File: src/rtl/return_stack_pkg.sv
// Shared constants for the return-address stack: sizes agreed between the
// datapath and the stack, and the controller's call/return opcodes.
package return_stack_pkg;

  localparam int RS_DATA_WIDTH = 12;
  localparam int RS_DEPTH      = 8;
  localparam int RS_CNT_WIDTH  = $clog2(RS_DEPTH + 1);

  // Controller opcodes that drive push (CALL) and pop (RET).
  localparam logic [3:0] OP_CALL = 4'hA;
  localparam logic [3:0] OP_RET  = 4'hB;

  // Decode helpers used by the controller to form push/pop requests.
  function automatic logic rs_is_call(input logic [3:0] opcode);
    return opcode == OP_CALL;
  endfunction

  function automatic logic rs_is_ret(input logic [3:0] opcode);
    return opcode == OP_RET;
  endfunction

endpackage

File: src/rtl/return_stack_storage.sv
// DEPTH x DATA_WIDTH register array: one write port, one combinational read
// port. Cleared to zero by the asynchronous reset.
module return_stack_storage #(
  parameter int DATA_WIDTH = 12,
  parameter int DEPTH      = 8,
  parameter int IDX_W      = (DEPTH > 1) ? $clog2(DEPTH) : 1
) (
  input  logic                  clk,
  input  logic                  rst,
  input  logic                  we_i,
  input  logic [IDX_W-1:0]      waddr_i,
  input  logic [DATA_WIDTH-1:0] wdata_i,
  input  logic [IDX_W-1:0]      raddr_i,
  output logic [DATA_WIDTH-1:0] rdata_o
);

  logic [DATA_WIDTH-1:0] mem_q [DEPTH];

  // Entry registers: cleared on reset, written only when enabled.
  always_ff @(posedge clk or posedge rst) begin
    if (rst) begin
      for (int i = 0; i < DEPTH; i++) begin
        mem_q[i] <= '0;
      end
    end else if (we_i) begin
      mem_q[waddr_i] <= wdata_i;
    end
  end

  assign rdata_o = mem_q[raddr_i];

endmodule

File: src/rtl/return_stack.sv
// Return-address stack for the single-cycle core. The datapath pushes pc+1
// on a call and loads top into pc on a return; top is driven from storage
// so it can be loaded on the same edge that performs the pop. Overflow and
// underflow are sticky until reset or flush.
module return_stack
  import return_stack_pkg::*;
#(
  parameter int DATA_WIDTH = RS_DATA_WIDTH,
  parameter int DEPTH      = RS_DEPTH,
  parameter int CNT_WIDTH  = RS_CNT_WIDTH
) (
  input  logic                  clk,
  input  logic                  rst,
  input  logic                  push,
  input  logic                  pop,
  input  logic                  flush,
  input  logic [DATA_WIDTH-1:0] push_data,
  output logic [DATA_WIDTH-1:0] top,
  output logic [CNT_WIDTH-1:0]  count,
  output logic                  empty,
  output logic                  full,
  output logic                  overflow,
  output logic                  underflow
);

  localparam int             IDX_W   = (DEPTH > 1) ? $clog2(DEPTH) : 1;
  localparam logic [CNT_WIDTH-1:0] DEPTH_C = CNT_WIDTH'(DEPTH);
  localparam logic [CNT_WIDTH-1:0] ONE_C   = CNT_WIDTH'(1);

  logic [CNT_WIDTH-1:0]  count_q, count_d;
  logic                  ovf_q, ovf_d;
  logic                  unf_q, unf_d;
  logic                  we;
  logic [IDX_W-1:0]      waddr;
  logic [IDX_W-1:0]      top_idx;
  logic [DATA_WIDTH-1:0] rd_data;
  logic                  is_empty, is_full;

  assign is_empty = (count_q == '0);
  assign is_full  = (count_q == DEPTH_C);
  // Top entry sits at count-1; when empty the index is a don't-care and
  // the output is forced to zero below.
  assign top_idx  = IDX_W'(count_q - ONE_C);

  return_stack_storage #(
    .DATA_WIDTH (DATA_WIDTH),
    .DEPTH      (DEPTH),
    .IDX_W      (IDX_W)
  ) u_storage (
    .clk     (clk),
    .rst     (rst),
    .we_i    (we),
    .waddr_i (waddr),
    .wdata_i (push_data),
    .raddr_i (top_idx),
    .rdata_o (rd_data)
  );

  // Next-state pointer, flags and storage write request; flush wins over
  // everything, then the push/pop combination decides.
  always_comb begin
    count_d = count_q;
    ovf_d   = ovf_q;
    unf_d   = unf_q;
    we      = 1'b0;
    waddr   = '0;
    if (flush) begin
      count_d = '0;
      ovf_d   = 1'b0;
      unf_d   = 1'b0;
    end else begin
      unique case ({push, pop})
        2'b10: begin
          if (is_full) begin
            ovf_d = 1'b1;
          end else begin
            we      = 1'b1;
            waddr   = IDX_W'(count_q);
            count_d = count_q + ONE_C;
          end
        end
        2'b01: begin
          if (is_empty) begin
            unf_d = 1'b1;
          end else begin
            count_d = count_q - ONE_C;
          end
        end
        2'b11: begin
          // Replace the top in place; on an empty stack this is a plain push.
          we = 1'b1;
          if (is_empty) begin
            waddr   = '0;
            count_d = ONE_C;
          end else begin
            waddr = top_idx;
          end
        end
        default: begin
        end
      endcase
    end
  end

  // Pointer and sticky flag registers.
  always_ff @(posedge clk or posedge rst) begin
    if (rst) begin
      count_q <= '0;
      ovf_q   <= 1'b0;
      unf_q   <= 1'b0;
    end else begin
      count_q <= count_d;
      ovf_q   <= ovf_d;
      unf_q   <= unf_d;
    end
  end

  assign top       = is_empty ? '0 : rd_data;
  assign count     = count_q;
  assign empty     = is_empty;
  assign full      = is_full;
  assign overflow  = ovf_q;
  assign underflow = unf_q;

endmodule

File: config.mk
export PLATFORM = sky130hd
export DESIGN_NAME = return_stack
export DESIGN_NICKNAME = d
export VERILOG_FILES = /design/src/rtl/return_stack_pkg.sv /design/src/rtl/return_stack_storage.sv /design/src/rtl/return_stack.sv
export SDC_FILE = /design/constraint.sdc
export NUM_CORES = 1
export LEC_CHECK = 0
export CORE_MARGIN = 2
export CORE_UTILIZATION = 25
export DETAILED_ROUTE_END_ITERATION = 8
export HOLD_SLACK_MARGIN = 0.15
export PLACE_DENSITY = 0.4
export SLEW_MARGIN = 5
export SYNTH_ARGS = -nofsm -noshare
export SYNTH_HDL_FRONTEND = slang
export SYNTH_HIERARCHICAL = 1
export SYNTH_SLANG_ARGS = --single-unit
File: constraint.sdc
create_clock -name clk -period 2.9 [get_ports clk]
set_input_delay 0.58 -clock clk [delete_from_list [all_inputs] [get_ports clk]]
set_output_delay 0.58 -clock clk [all_outputs]
set_load 0.01 [all_outputs]
== After elaboration in Yosys (flattened, before gate mapping) ==
Index checks and enable logic that the tools add are counted.
Widths: inputs -> output; s select.

* Register bits after elaboration: 102
* Input bits: 17
* Output and inout bits: 20
* Word-level logic and storage cells: 60

* Add/sub/neg operators: 2
* Order comparisons: 3
* Eq/ne operators: 7
* Multiplexer cells: 25
* Bitwise operators: 2
* Reductions and logical operators: 10

{| class="wikitable"
|+ Operators with widths
! cell !! number
|-
| $bwmux 96 || 1
|-
| $mux 12 || 4
|-
| $bmux 12 s3 || 1
|-
| $demux 12 s3 || 1
|-
| $mux 4 || 4
|-
| $pmux 4 s3 || 1
|-
| $mux 3 || 3
|-
| $ne 3x3->1 const B || 3
|-
| $ge 4x4->1 const B || 2
|-
| $mux 1 || 8
|-
| $not 3->4 || 2
|-
| $reduce_bool 2->1 || 4
|-
| $pmux 3 s2 || 1
|-
| $add 4x1->4 const B || 1
|-
| $eq 2x2->1 const B || 2
|-
| $eq 4x4->1 const B || 1
|-
| $logic_not 4->1 || 1
|-
| $lt 4x1->1 const B || 1
|-
| $reduce_and 2->1 || 2
|-
| $reduce_and 4->1 || 1
|-
| $reduce_bool 4->1 || 1
|-
| $sub 4x1->4 const B || 1
|-
| $eq 2x1->1 const B || 1
|-
| $pmux 1 s2 || 1
|-
| $logic_and 1x1->1 || 1
|}

== Logic depth before layout (Yosys ltp) ==
* Depth in word-level cells: 10
* Depth in mapped cells: 9
* Depth with buffers taken out: 8

== Modules after synthesis ==
Netlist, hierarchy kept.

{| class="wikitable"
|+ Modules (own cells, without submodules)
! module !! times used !! cells each !! area an instance (µm²) !! seq. area each (µm²)
|-
| return_stack_storage || 1 || 252 || 4428.0 || 2402.3
|-
| return_stack || 1 || 84 || 698.2 || 150.1
|}

== Worst setup path after synthesis ==
Ideal clock, no wire load.

* Kind: register -> output
* Start point: reg count_q[0], in the netlist count[0]
* End point: out top[1]
* Arrival time: 2251 ps
* Data required time: 2320 ps
* Slack: 69 ps
* Stages on the path, launching flop included: 9
* Path buffers: 2
* Cells stage by stage: dfrtp_1 -> inv_1 -> ha_1 -> xor2_4 -> buf_6 -> buf_8 -> mux4_1 -> mux2_2 -> nor2b_1

* Word-level cells in the longest chain between the ends: 6
* Elaborated cells between the ends (all ways): 7
* Those cells by class: 1 x add/sub; 4 x mux; 1 x bitwise; 1 x reduce/logical

{| class="wikitable"
|+ RTL lines
! what !! line !! RTL
|-
| start: declaration || return_stack.sv:30 || <nowiki>logic [CNT_WIDTH-1:0] count_q, count_d;</nowiki>
|-
| start signal: assignment || return_stack.sv:112 || <nowiki>count_q <= count_d;</nowiki>
|-
| $sub 4x1->4 || n/a ||
|-
| via top_idx[0] || return_stack.sv:35 || <nowiki>logic [IDX_W-1:0] top_idx;</nowiki>
|-
| $not 3->4 (implied by the code) || return_stack_storage.sv:30 || <nowiki>assign rdata_o = mem_q[raddr_i];</nowiki>
|-
| $bmux 12 s3 || return_stack_storage.sv:30 ||
|-
| $mux 12 (implied by the code) (2 in a row) || return_stack_storage.sv:30 ||
|-
| via rd_data[1] || return_stack.sv:36 || <nowiki>logic [DATA_WIDTH-1:0] rd_data;</nowiki>
|-
| $mux 12 || return_stack.sv:118 || <nowiki>assign top = is_empty ? '0 : rd_data;</nowiki>
|-
| end: declaration || return_stack.sv:18 || <nowiki>output logic [DATA_WIDTH-1:0] top,</nowiki>
|}

The timed path passes the listed nets, and every way through them passes these cells. The select of a mux whose other input is x is not followed.

== Final worst setup path ==
* Start point: reg count_q[0], in the netlist count[0]
* End point: out top[0]

The elaborated chain is that of the path after synthesis.

==> results.md <==
* Pin count of the biggest net entering global routing at 97
* Port Buf Inserts at 36
* Clock root buffer: clkbuf_16
* Switching share of power at 27.98%
* Setup CP Type: register to output port
* Gp weighted congestion at 0.7497
* Commonest non-fill, non-tap cell in the layout: dfrtp_1
* Critical Path Stages at 9
* CTS tree: yes
* Status: finished, violations left
* Max transition margin at 60.67%
* Maximum buffer depth of the clock tree at 2
* CP Launch Point: count[0]$_DFFE_PP0P_
* P_leak at between 0.002 and 0.003 µW
* Dominant synthesized flop cell: dfrtp_1
* Drt first pass iters at 4
* Clk pin slew, worst setup/hold paths at 60 ps
* Final Max Slew Viols at 0
* Asr flop ratio synth at 100.0%
* Antenna Diode Count at 0
* Flop pwr share at roughly two fifths
* Seq/Total Area, Yosys at approximately 50%
* Die width at roughly 150 µm
* Worst vdd ir at 0.2644 mV
* Worst hold margin at between 400 and 500 ps
* Post-Syn Nets at around 360
* Wire length per cell at 18.54 µm
* Final Util at 32.15%
* Global Route Usage Sum at roughly an eighth
* Worst path cell trace: inv_2 > ha_4 > xor2_4 > buf_6 > buf_16 > mux4_2 > mux2_4 > nor2b_4 > buf_6
* Layout cells sized above 1 at 52.74%
* CP Buf/Inv Count at 4
* HP Class: register to register
* Clock power frac at 24.3%
* Initial drt markers at 121
* Failing checks: setup timing
* RR Startpoint: count[0]$_DFFE_PP0P_
* Minimum clock period at 3098 ps
* Actual slew at the worst max-slew pin at 589.9 ps
* Clock sink count at 102
* Gr ovfl total at 0
* RSZ-0062 raised after global routing: yes
* Slowest cell on crit path: mux4_2
* Final Cycle Share at 106.8%
* Critical path arrival at 2520 ps
* Nets@finish at 437
* First-pass GRT wire length at 20330 µm
* Worst-Skew Late Latency at around 340 ps
* Sw Pwr at 1281 µW
* Post-synth EDFFs at 0
* Post-route worst setup slack at -198.0 ps
* Max stage delay on crit path at about 490 ps
* Top cell by count, worst path: buf_6
* Worst Setup EP: top[0]
* Dpl ws at -273.3 ps
* CP Capture Type: output port
* DIE AREA at around 22000 µm²
* Antenna viol nets, final at 0
* Worst reg-to-reg path cell count at 11
* Via count at about 3.1k
* # setup viols final at 14
* Reg-to-reg slack, setup at 190 ps
* CP top delay family: multiplexers
* Routed WL at between 10000 and 15000 µm
* Placeable Area at 20170 µm²
* Setup crit start kind: register
* Post-DP HPWL at between 8000 and 9000 µm
* Vias in the first global route at 3363
* WP data required at 2320 ps
* Overall Power at 4579 µW
* Max cap viols at 0
* Synth warnings at 6
* Area Overhead vs Synth at 26.48%
* PD cells at 706.2 nW/µm²
* Mapped Area at 5126 µm²
* Reg-to-reg endpoint: u_storage/mem_q[72]$_DFFE_PP0P_
* Mapped Cells at 336
* Critical path fanouts, max at 5
* FP Rows at 52
* Highest clock rate at 0.3228 GHz
* TritonCTS buffer count at 9
* Initial core utilization at between 20% and 30%
* Commonest cells after routing, fill and taps aside: 102 x dfrtp_1, 100 x mux2_2, 40 x buf_4, 24 x clkdlybuf4s50_1, 16 x mux4_2
* Pint at 3298 µW
* Yosys reg bits at 102
* Distinct cell type count after synthesis at slightly above 40
* Chip height at 147.2 µm
* Clock Skew at 7.892 ps
* Synthesized area per cell at 15.26 µm²
* DR vias/cell at around 4.5
* H-tree Lvls at 3
* IO Pins at 37
* DRC Markers at 0
* Initial antenna violation count at 0
* Number of hold violations in the final report at 0
* Comb power frac at 34.7%
per-layer routing:
metal	up-vias	track usage (%)	part of all wire, %
li1	1416	-	-
met1	1627	18.30	51
met2	42	19.18	45
met3	14	2.112	2.6
met4	0	4.327	1.5
met5	-	0	0
synthesized netlist by cell type (all sizes together), types with 2 or more instances:
| cell | instances | area (µm²) |
|---|---|---|
| mux2 | 109 | 1227 |
| dfrtp | 102 | 2552 |
| mux4 | 24 | 608.1 |
| buf | 19 | 143.9 |
| nor2b | 12 | 75.07 |
| a21oi | 10 | 50.05 |
| nor2 | 7 | 26.28 |
| inv | 6 | 22.52 |
| and4bb | 4 | 50.05 |
| nand2 | 4 | 15.01 |
| nor3 | 4 | 20.02 |
| xor2 | 4 | 61.32 |
| ha | 3 | 37.54 |
| nand4b | 3 | 26.28 |
| o21ai | 3 | 15.01 |
| a211oi | 2 | 15.01 |
| a22oi | 2 | 15.01 |
| and2b | 2 | 17.52 |
| mux2i | 2 | 20.02 |
| nand2b | 2 | 12.51 |
cells by family (layout without fill, tap and decap cells):
family,Yosys count,after routing,synth area share (%)
AOI/OAI and AO/OA,21,21,2.514
adders and majority gates,3,3,0.7323
DFF,102,102,49.79
muxes,135,135,36.20
buffers and inverters,26,109,3.515
and+or+nand+nor,45,45,6.054
xor gates and xnor gates,4,4,1.196
power by group through the flow:
stage	Clock [µW]	Combinational [µW]	Sequential [µW]
3_3_place_gp	0	1390	1890
5_1_grt	1220	1720	1910
4_1_cts	1170	1660	1880
6_report	1110	1590	1870
3_5_place_dp	0	1400	1900
2_1_floorplan	0	937	1850
final cells by class:
class | instances | area (µm²)
Timing Repair Buffer | 90 | 865.8
Fill cell | 2069 | 13690
Clock buffer | 12 | 256.5
Inverter | 6 | 26.28
Clock inverter | 1 | 7.507
Multi-Input combinational cell | 208 | 2437
Tap cell | 270 | 337.8
Sequential cell | 102 | 2552
worst min-delay path by stage:
stage	cells past startpoint	end	from
3_5_place_dp	1	u_storage/mem_q[22]$_DFFE_PP0P_	u_storage/mem_q[22]$_DFFE_PP0P_
4_1_cts	1	u_storage/mem_q[73]$_DFFE_PP0P_	u_storage/mem_q[73]$_DFFE_PP0P_
3_3_place_gp	1	u_storage/mem_q[28]$_DFFE_PP0P_	u_storage/mem_q[28]$_DFFE_PP0P_
2_1_floorplan	1	count[0]$_DFFE_PP0P_	rst
6_report	1	u_storage/mem_q[73]$_DFFE_PP0P_	u_storage/mem_q[73]$_DFFE_PP0P_
5_1_grt	1	u_storage/mem_q[73]$_DFFE_PP0P_	u_storage/mem_q[73]$_DFFE_PP0P_
registers in the layout, indices dropped and copies added, names as in the netlist:
| name | flops |
|---|---|
| count | 4 |
| underflow | 1 |
| overflow | 1 |
| u_storage/mem_q | 96 |
per-stage QoR:
stage          std cells  area, µm²  setup TNS [ps]
4_1_cts              688       6491           -2484
2_1_floorplan        336       5130               0
3_5_place_dp         667       6105           -3011
5_1_grt              689       6484           -3277
3_3_place_gp         667       6105           -2593
6_report             689       6484           -1889
what timing repair did:
action / CTS / global route
resized for setup: 87 / 4
hold buffers: 0 / 0
buffers inserted: 7 / 3
endpoints found under the setup margin: 26 / 26
gates cloned: 3 / 0
pin swaps: 1 / 1
No activity file was read; power rests on OpenSTA's default activity.
